===== config.mk =====
export PLATFORM = sky130hd
export DESIGN_NAME = uart_alu
export DESIGN_NICKNAME = d
export VERILOG_FILES = /design/src/rtl/uart_alu.sv
export SDC_FILE = /design/constraint.sdc
export NUM_CORES = 2
export LEC_CHECK = 0
export CORE_ASPECT_RATIO = 0.8
export CORE_MARGIN = 5
export CORE_UTILIZATION = 34
export CTS_CLUSTER_SIZE = 28
export DETAILED_ROUTE_END_ITERATION = 16
export PLACE_DENSITY_LB_ADDON = 0.3
export SYNTH_ARGS = -nofsm -noshare
export SYNTH_HDL_FRONTEND = slang
export SYNTH_SLANG_ARGS = --single-unit
export TNS_END_PERCENT = 5

===== constraint.sdc =====
create_clock -name clk_i -period 8.5 [get_ports clk_i]
set_input_delay 2.125 -clock clk_i [delete_from_list [all_inputs] [get_ports clk_i]]
set_output_delay 2.125 -clock clk_i [all_outputs]
set_load 0.05 [all_outputs]

===== src/rtl/uart_alu.sv =====
`default_nettype none
// ============================================================================
//  Module      : uart_alu
//  Description : UART-attached arithmetic block. Receives 8N1 command packets
//                (opcode, reserved, length, payload), performs echo, 32-bit
//                add or 32-bit multiply, and returns the result over 8N1 TX.
//  Revision    : 1.0 - initial release
// ============================================================================
module uart_alu #(
    parameter int ClksPerBit = 263
) (
    input  logic clk_i,
    input  logic rst_i,
    input  logic rxd_i,
    output logic txd_o
);
    localparam int c_cnt_w = $clog2(ClksPerBit);
    localparam logic [c_cnt_w-1:0] c_bit_last = c_cnt_w'(ClksPerBit - 1);
    localparam logic [c_cnt_w-1:0] c_bit_half = c_cnt_w'(ClksPerBit / 2 - 1);
    localparam logic [7:0] c_op_echo = 8'hEC;
    localparam logic [7:0] c_op_add  = 8'hA0;
    localparam logic [7:0] c_op_mul  = 8'hA1;

    typedef enum logic [1:0] {RX_IDLE, RX_START, RX_DATA, RX_STOP} rx_state_e;
    typedef enum logic [1:0] {TX_IDLE, TX_START, TX_DATA, TX_STOP} tx_state_e;
    typedef enum logic [2:0] {P_OPCODE, P_RESERVED, P_LEN_LSB, P_LEN_MSB,
                              P_PAYLOAD, P_RESULT} parse_state_e;

    // ---------------- RX synchronizer ----------------
    logic rx_meta_q, rx_sync_q, rx_prev_q;

    // Two-flop synchronizer plus one history flop for falling-edge detection
    always_ff @(posedge clk_i) begin
        if (rst_i) begin
            rx_meta_q <= 1'b1;
            rx_sync_q <= 1'b1;
            rx_prev_q <= 1'b1;
        end else begin
            rx_meta_q <= rxd_i;
            rx_sync_q <= rx_meta_q;
            rx_prev_q <= rx_sync_q;
        end
    end

    // ---------------- RX FSM ----------------
    rx_state_e          rx_state_q, rx_state_d;
    logic [c_cnt_w-1:0] rx_cnt_q, rx_cnt_d;
    logic [2:0]         rx_bit_q, rx_bit_d;
    logic [7:0]         rx_shift_q, rx_shift_d;
    logic [7:0]         rx_data_q, rx_data_d;
    logic               rx_valid_q, rx_valid_d;

    // Receiver: arm on falling edge, re-check start at half bit, sample centres
    always_comb begin
        rx_state_d = rx_state_q;
        rx_cnt_d   = rx_cnt_q + c_cnt_w'(1);
        rx_bit_d   = rx_bit_q;
        rx_shift_d = rx_shift_q;
        rx_data_d  = rx_data_q;
        rx_valid_d = 1'b0;
        case (rx_state_q)
            RX_IDLE: begin
                rx_cnt_d = '0;
                if (rx_prev_q && !rx_sync_q) rx_state_d = RX_START;
            end
            RX_START: if (rx_cnt_q == c_bit_half) begin
                rx_cnt_d   = '0;
                rx_bit_d   = '0;
                rx_state_d = rx_sync_q ? RX_IDLE : RX_DATA;
            end
            RX_DATA: if (rx_cnt_q == c_bit_last) begin
                rx_cnt_d   = '0;
                rx_shift_d = {rx_sync_q, rx_shift_q[7:1]};
                rx_bit_d   = rx_bit_q + 3'd1;
                if (rx_bit_q == 3'd7) rx_state_d = RX_STOP;
            end
            RX_STOP: if (rx_cnt_q == c_bit_last) begin
                // A low stop bit is a framing error: the byte is discarded
                rx_cnt_d   = '0;
                rx_state_d = RX_IDLE;
                if (rx_sync_q) begin
                    rx_valid_d = 1'b1;
                    rx_data_d  = rx_shift_q;
                end
            end
            default: rx_state_d = RX_IDLE;
        endcase
    end

    // RX state register
    always_ff @(posedge clk_i) begin
        if (rst_i) begin
            rx_state_q <= RX_IDLE;
            rx_cnt_q   <= '0;
            rx_bit_q   <= '0;
            rx_shift_q <= '0;
            rx_data_q  <= '0;
            rx_valid_q <= 1'b0;
        end else begin
            rx_state_q <= rx_state_d;
            rx_cnt_q   <= rx_cnt_d;
            rx_bit_q   <= rx_bit_d;
            rx_shift_q <= rx_shift_d;
            rx_data_q  <= rx_data_d;
            rx_valid_q <= rx_valid_d;
        end
    end

    // ---------------- TX FIFO ----------------
    logic [7:0] fifo_mem_q [16];
    logic [3:0] fifo_wr_q, fifo_wr_d, fifo_rd_q, fifo_rd_d;
    logic [4:0] fifo_cnt_q, fifo_cnt_d;
    logic       fifo_push, fifo_pop, fifo_wr_en, fifo_empty;
    logic [7:0] fifo_wdata;

    // FIFO pointer bookkeeping; a push into a full FIFO is dropped
    always_comb begin
        fifo_empty = (fifo_cnt_q == 5'd0);
        fifo_wr_en = fifo_push && (fifo_cnt_q != 5'd16);
        fifo_wr_d  = fifo_wr_en ? fifo_wr_q + 4'd1 : fifo_wr_q;
        fifo_rd_d  = fifo_pop   ? fifo_rd_q + 4'd1 : fifo_rd_q;
        fifo_cnt_d = fifo_cnt_q;
        if (fifo_wr_en && !fifo_pop)      fifo_cnt_d = fifo_cnt_q + 5'd1;
        else if (!fifo_wr_en && fifo_pop) fifo_cnt_d = fifo_cnt_q - 5'd1;
    end

    // FIFO pointer registers
    always_ff @(posedge clk_i) begin
        if (rst_i) begin
            fifo_wr_q  <= '0;
            fifo_rd_q  <= '0;
            fifo_cnt_q <= '0;
        end else begin
            fifo_wr_q  <= fifo_wr_d;
            fifo_rd_q  <= fifo_rd_d;
            fifo_cnt_q <= fifo_cnt_d;
        end
    end

    // FIFO storage; contents need no reset because the pointers define validity
    always_ff @(posedge clk_i) begin
        if (fifo_wr_en) fifo_mem_q[fifo_wr_q] <= fifo_wdata;
    end

    // ---------------- TX FSM ----------------
    tx_state_e          tx_state_q, tx_state_d;
    logic [c_cnt_w-1:0] tx_cnt_q, tx_cnt_d;
    logic [2:0]         tx_bit_q, tx_bit_d;
    logic [7:0]         tx_shift_q, tx_shift_d;
    logic               txd_q, txd_d;

    // Transmitter: each bit held exactly ClksPerBit cycles; a queued byte
    // starts straight from the stop bit so result frames run back-to-back
    always_comb begin
        tx_state_d = tx_state_q;
        tx_cnt_d   = tx_cnt_q + c_cnt_w'(1);
        tx_bit_d   = tx_bit_q;
        tx_shift_d = tx_shift_q;
        txd_d      = txd_q;
        fifo_pop   = 1'b0;
        case (tx_state_q)
            TX_IDLE: begin
                tx_cnt_d = '0;
                txd_d    = 1'b1;
                if (!fifo_empty) begin
                    fifo_pop   = 1'b1;
                    tx_shift_d = fifo_mem_q[fifo_rd_q];
                    tx_state_d = TX_START;
                    txd_d      = 1'b0;
                end
            end
            TX_START: if (tx_cnt_q == c_bit_last) begin
                tx_cnt_d   = '0;
                tx_bit_d   = '0;
                txd_d      = tx_shift_q[0];
                tx_shift_d = {1'b0, tx_shift_q[7:1]};
                tx_state_d = TX_DATA;
            end
            TX_DATA: if (tx_cnt_q == c_bit_last) begin
                tx_cnt_d = '0;
                if (tx_bit_q == 3'd7) begin
                    txd_d      = 1'b1;
                    tx_state_d = TX_STOP;
                end else begin
                    tx_bit_d   = tx_bit_q + 3'd1;
                    txd_d      = tx_shift_q[0];
                    tx_shift_d = {1'b0, tx_shift_q[7:1]};
                end
            end
            TX_STOP: if (tx_cnt_q == c_bit_last) begin
                tx_cnt_d = '0;
                if (!fifo_empty) begin
                    fifo_pop   = 1'b1;
                    tx_shift_d = fifo_mem_q[fifo_rd_q];
                    tx_state_d = TX_START;
                    txd_d      = 1'b0;
                end else begin
                    tx_state_d = TX_IDLE;
                end
            end
            default: tx_state_d = TX_IDLE;
        endcase
    end

    // TX state register; line idles high from the first reset edge
    always_ff @(posedge clk_i) begin
        if (rst_i) begin
            tx_state_q <= TX_IDLE;
            tx_cnt_q   <= '0;
            tx_bit_q   <= '0;
            tx_shift_q <= '0;
            txd_q      <= 1'b1;
        end else begin
            tx_state_q <= tx_state_d;
            tx_cnt_q   <= tx_cnt_d;
            tx_bit_q   <= tx_bit_d;
            tx_shift_q <= tx_shift_d;
            txd_q      <= txd_d;
        end
    end

    assign txd_o = txd_q;

    // ---------------- Packet parser / ALU ----------------
    parse_state_e p_state_q, p_state_d;
    logic [7:0]   opcode_q, opcode_d;
    logic [15:0]  len_q, len_d;
    logic [1:0]   byte_idx_q, byte_idx_d;
    logic [31:0]  opnd_q, opnd_d;
    logic [31:0]  acc_q, acc_d;
    logic         first_q, first_d;
    logic [2:0]   res_cnt_q, res_cnt_d;
    logic [31:0]  operand;
    logic [15:0]  len_full;
    logic         is_arith;

    // Header decode, operand assembly (little endian), accumulate, result push
    always_comb begin
        p_state_d  = p_state_q;
        opcode_d   = opcode_q;
        len_d      = len_q;
        byte_idx_d = byte_idx_q;
        opnd_d     = opnd_q;
        acc_d      = acc_q;
        first_d    = first_q;
        res_cnt_d  = res_cnt_q;
        fifo_push  = 1'b0;
        fifo_wdata = rx_data_q;
        operand    = {rx_data_q, opnd_q[31:8]};
        len_full   = {rx_data_q, len_q[7:0]};
        is_arith   = (opcode_q == c_op_add) || (opcode_q == c_op_mul);
        case (p_state_q)
            P_OPCODE: if (rx_valid_q) begin
                opcode_d   = rx_data_q;
                acc_d      = '0;
                first_d    = 1'b1;
                byte_idx_d = '0;
                res_cnt_d  = '0;
                p_state_d  = P_RESERVED;
            end
            P_RESERVED: if (rx_valid_q) p_state_d = P_LEN_LSB;
            P_LEN_LSB: if (rx_valid_q) begin
                len_d     = {8'h00, rx_data_q};
                p_state_d = P_LEN_MSB;
            end
            P_LEN_MSB: if (rx_valid_q) begin
                len_d     = len_full;
                p_state_d = (len_full == 16'd0) ? P_RESULT : P_PAYLOAD;
            end
            P_PAYLOAD: if (rx_valid_q) begin
                len_d      = len_q - 16'd1;
                opnd_d     = operand;
                byte_idx_d = byte_idx_q + 2'd1;
                if (opcode_q == c_op_echo) fifo_push = 1'b1;
                if (byte_idx_q == 2'd3) begin
                    if (opcode_q == c_op_add) acc_d = acc_q + operand;
                    if (opcode_q == c_op_mul) begin
                        acc_d   = first_q ? operand : acc_q * operand;
                        first_d = 1'b0;
                    end
                end
                if (len_q == 16'd1) p_state_d = P_RESULT;
            end
            P_RESULT: begin
                // Incoming bytes are ignored here until the response is out
                if (is_arith && res_cnt_q != 3'd4) begin
                    fifo_push  = 1'b1;
                    fifo_wdata = acc_q[{res_cnt_q[1:0], 3'b000} +: 8];
                    res_cnt_d  = res_cnt_q + 3'd1;
                end else if (fifo_empty && tx_state_q == TX_IDLE) begin
                    p_state_d = P_OPCODE;
                end
            end
            default: p_state_d = P_OPCODE;
        endcase
    end

    // Parser state register
    always_ff @(posedge clk_i) begin
        if (rst_i) begin
            p_state_q  <= P_OPCODE;
            opcode_q   <= '0;
            len_q      <= '0;
            byte_idx_q <= '0;
            opnd_q     <= '0;
            acc_q      <= '0;
            first_q    <= 1'b1;
            res_cnt_q  <= '0;
        end else begin
            p_state_q  <= p_state_d;
            opcode_q   <= opcode_d;
            len_q      <= len_d;
            byte_idx_q <= byte_idx_d;
            opnd_q     <= opnd_d;
            acc_q      <= acc_d;
            first_q    <= first_d;
            res_cnt_q  <= res_cnt_d;
        end
    end

endmodule
`default_nettype wire


==> flow_results.org <==
** Floorplan
- In this run the count of I/O pins placed on the die edge is 4.
- Starting density of the core :: 34.2%
- Die outline height :: 275 um
- The floorplan step defined a die boundary enclosing 93900 um2.
- Row generation in the floorplan step produced 97 rows.
- Floorplan core area :: 87400 um2
- From left edge to right edge, the die measures 341 um.

** Clock tree
- Clock-pin slew was measured on the worst setup and hold paths at 70 ps.
- Clock root buffer :: sky130_fd_sc_hd__clkbuf_16
- CTS built an H-tree with a depth of 1.
- Buffers inserted to repair hold after CTS numbered 0.
- The number of clock buffers added by TritonCTS is 31.
- Number of buffers on the longest clock path :: 3
- The clock reaches the later pin of the worst-skew pair after 610 ps.
- Clock sink count :: 291
- After clock tree synthesis, the repair step resized 0 gates.
- TritonCTS clock tree :: built
- Once the clock tree was built, the setup fixing pass inserted 0 buffers.

** Synth
- Compound-cell area share of the yosys netlist :: 8.53%
- Of the post-synthesis cell area, the part taken by muxes is 5.24%.
- Leading post-synthesis cells by instance count :: 410 x sky130_fd_sc_hd__fa_1, 409 x sky130_fd_sc_hd__inv_1, 364 x sky130_fd_sc_hd__nand2_1
- After synthesis, flip-flops and latches occupy 23.8% of the total area.
- Synthesized netlist cell count :: 3066
- Synth Area in Adders :: 35.1%
- Net count of the mapped netlist :: 3660
- Of all cell types, the one taking the most synthesized area is sky130_fd_sc_hd__fa_1.
- Ys flop type :: sky130_fd_sc_hd__dfxtp_1
- Dominant combinational cell family by area after synthesis :: adder cells
- Share of synthesized flip-flops with an asynchronous set or reset :: 0%
- Register bit total from synthesis :: 291
- For this run, the number of Yosys warnings is 0.
- The synthesized netlist contains 79 unique library cells.
- Summed over its instances, the top area cell type makes up 27.5% of the synthesized netlist area.
- After Yosys synthesis, XOR and XNOR cells account for 3.80% of the synthesized area.
- Number of synthesized flops with an enable pin :: 128
- Most instantiated library cell after synthesis :: sky130_fd_sc_hd__fa_1
- Simple-gate share of the synthesized area :: 16.1%
- Averaged over all synthesized cells, the footprint is 9.74 um2.
- In the post-synthesis netlist, the biggest area contributors are sky130_fd_sc_hd__fa_1 27%, sky130_fd_sc_hd__edfxtp_1 13%, sky130_fd_sc_hd__dfxtp_1 11%, sky130_fd_sc_hd__ha_1 7.6%, sky130_fd_sc_hd__and2_1 6.5%.
- The cell area that synthesis handed to floorplanning was 29800 um2.

** Finish
- Layout Nets :: 3604
- Relative to the synthesized area, the layout overhead comes to 8.43%.
- Of the cells placed in the final design, the portion with a size suffix greater than 1 is 7.51%.
- Number of fill cells in the layout :: 8793

** GRT
- Entering global routing, the biggest net connects 74 pins.
- Total gr overflow :: 0
- The number of global-route vias before repair came to 21800.
- Wire length of the first global-routing pass :: 135000 um
- Number of antenna violations at the first check in global routing :: 5
- In the global route stage, overall resource usage came out at 18.7%.

** Placed design
- Summed over all nets, the half-perimeter wirelength after detailed placement is 65500 um.
- OpenSTA, run right after detailed placement, puts the worst setup slack at 892 ps.
- Routability cong. :: 0.925
- In this run the tool buffered the top-level ports with 3 buffer cells.

** Job
- Number of max-cap violations :: 0

** Setup path
- Tracing the worst setup path back leads to its startpoint at acc_q[11].
- Max FO, Critical Path :: 10
- Setup slack of the worst register-to-register path :: 830 ps
- The worst register-to-register path ends at acc_q[29].
- Required time of the critical path :: 8980 ps
- CP cell instances :: buf_4 > and2_1 > fa_1 > fa_1 > fa_1 > inv_1 > fa_1 > inv_1 > fa_1 > inv_1 > fa_1 > inv_1 > fa_1 > fa_1 > ha_1 > a21oi_1 > o21ai_0 > o31a_1 > a31o_1 > a221oi_2 > nor3_1 > o311ai_1 > o21ai_1 > a22o_1
- Startpoint-to-endpoint class of the critical path :: flop to flop
- The largest individual stage delay along the critical path comes from the cell sky130_fd_sc_hd__dfxtp_1.
- In this run the critical register-to-register path is launched from acc_q[11].
- Following the worst setup path forward leads to its endpoint at acc_q[29].
- Number of cells on the worst reg-to-reg path :: 24
- Kind of end point of the critical path :: flop
- By instance count, the cell type seen most on the critical path is sky130_fd_sc_hd__fa_1.
- The worst setup path is launched from a flop.
- Worst stage delay on the critical path :: 710 ps
- At the worst endpoint, the arrival time is 8160 ps.

** Timing
- Peak clock frequency supported by timing :: 130 MHz
- Fin Clk Skew :: 34.8 ps
- Measured against its own limit, the worst slew margin works out to 19.7%.
- Dividing the final minimum period by the clock period gives 90.3%.
- Count of endpoints failing hold in the final timing report :: 0
- Setup repair after global routing missed its margin :: false
- Final hold analysis gives a worst-case slack of 417 ps.
- Max-slew violation count :: 0
- Once routing completed, OpenROAD measured the worst setup slack at 826 ps.
- Setup violations remaining at the end of the flow were counted as 0.
- The clock period could shrink to 7670 ps.
- For the pin with the worst max-slew slack, the measured transition is 1200 ps.
- For the final routed database, the setup TNS stands at 0 ps.

** Route
- DRC violation total after the first TritonRoute iteration :: 2034
- Dividing the detail-routed via count by the number of cells gives 5.16.
- Routed length per instance :: 20.8 um
- Via count :: 21600
- Remaining antenna violation count :: 0
- The final layout contains routed wiring with a total length of 86700 um.
- For this run, design rule violations remaining after detail routing come to 0.
- The first detailed-routing pass took 5 iterations.

** Power
- Power comes to 3480 uW.
- IR analysis of the VDD net gives a maximum drop of 0.174 mV.
- In this run the static leakage power is 0.0138 uW.
- Power per cell area :: 108 nW/um2

** Min path
- Classification of the worst-slack hold path :: flop to flop

** Status
- The run finished with clean final reports.
==> worst max-delay path: cells and delay by family (launching register included) <==
family	cells	cell delay (ps)
adder cells (fa/ha/maj)	9	4240
AO/OA/AOI/OAI	8	1820
flip-flops	1	710
buffers and inverters	5	540
AND/OR/NAND/NOR	2	250
==> stage by stage <==
| step | cell area [um2] | util [%] | instances |
|---|---|---|---|
| finish | 32400 | 37.0 | 4175 |
| CTS | 32400 | 37.0 | 4173 |
| floorplan | 29800 | - | 3066 |
| global placement | 31300 | 35.8 | 4115 |
| detailed placement | 31300 | 35.8 | 4115 |
| global route | 32400 | 37.0 | 4173 |
==> cell type report <==
cell class              count  area (um2)  share of cell area, %
multi-input cells        2191       20500                   63.5
diodes                      2        5.00                 0.0155
flip-flops and latches    291        7110                   22.0
clock buffers              43         862                   2.66
well taps                1138        1420                   4.40
repair buffers             86         663                   2.05
inverters                 409        1540                   4.74
clock inverters            15         216                  0.669
==> layer usage <==
| metal | vias to the layer above | global-route usage [%] | wire length, um |
|---|---|---|---|
| met1 | 10900 | 29.4 | 42100 |
| met4 | 0 | 4.08 | 2020 |
| met3 | 122 | 3.94 | 7860 |
| met5 | - | 0 | 0 |
| li1 | 9799 | - | - |
| met2 | 766 | 26.1 | 34700 |
==> logic make-up (layout without fill, tap and decap cells) <==
group	Yosys count	in the layout
compound gates	396	396
xor+xnor	128	128
fa+ha+maj	591	591
buf+inv	584	553
flops	291	291
mux	95	95
other cells	0	2
simple gates	981	981
==> sequential cells by signal, summed over array words and instances (netlist names), 3 cells and up, named ones only <==
register    cells
fifo_rd_q       4
p_state_q       3
fifo_wr_q       4
tx_shift_q      8
rx_data_q       8
opcode_q        8
tx_cnt_q        9
rx_bit_q        3
rx_shift_q      8
fifo_cnt_q      5
res_cnt_q       3
fifo_mem_q    128
acc_q          32
tx_bit_q        3
len_q          16
opnd_q         24
rx_cnt_q        9
==> worst min path at each step <==
stage,start,cells past startpoint,to
2_1_floorplan,rx_meta_q,1,rx_sync_q
3_3_place_gp,rx_meta_q,1,rx_sync_q
6_report,rx_meta_q,1,rx_sync_q
3_5_place_dp,rx_meta_q,1,rx_sync_q
4_1_cts,rx_meta_q,1,rx_sync_q
5_1_grt,rx_meta_q,1,rx_sync_q
==> placed cells by master (no fill, tap or decap), drive strengths merged, types with 5 or more instances in the layout <==
master | synthesis | final
xnor2 | 79 | 79
a311oi | 6 | 6
clkbuf | 162 | 43
a22oi | 16 | 16
clkinv | 0 | 5
mux2i | 37 | 37
a21oi | 139 | 139
mux4 | 48 | 48
nor4 | 7 | 7
o21ai | 81 | 81
nor3 | 35 | 35
a21o | 21 | 21
a221oi | 8 | 8
nand4 | 16 | 16
edfxtp | 128 | 128
o211ai | 8 | 8
and2 | 310 | 310
o31ai | 11 | 11
or3 | 9 | 9
dfxtp | 163 | 163
nand3 | 19 | 19
o21bai | 9 | 9
nor2 | 165 | 165
ha | 181 | 181
and3 | 9 | 9
nand2 | 364 | 364
xor2 | 48 | 48
a31oi | 9 | 9
o21a | 13 | 13
a211oi | 31 | 31
buf | 13 | 84
a22o | 6 | 6
or2 | 5 | 5
fa | 410 | 410
inv | 409 | 414
mux2 | 10 | 10
a211o | 5 | 5
nor2b | 11 | 11
nand2b | 15 | 15
a31o | 5 | 5
==> report_power, final <==
part | switching, uW | internal [uW] | total (uW)
Combinational | 261 | 223 | 484
Clock | 615 | 840 | 1450
Sequential | 54.7 | 1490 | 1540
Total | 931 | 2550 | 3480
No activity file was read; power rests on OpenSTA's default activity.
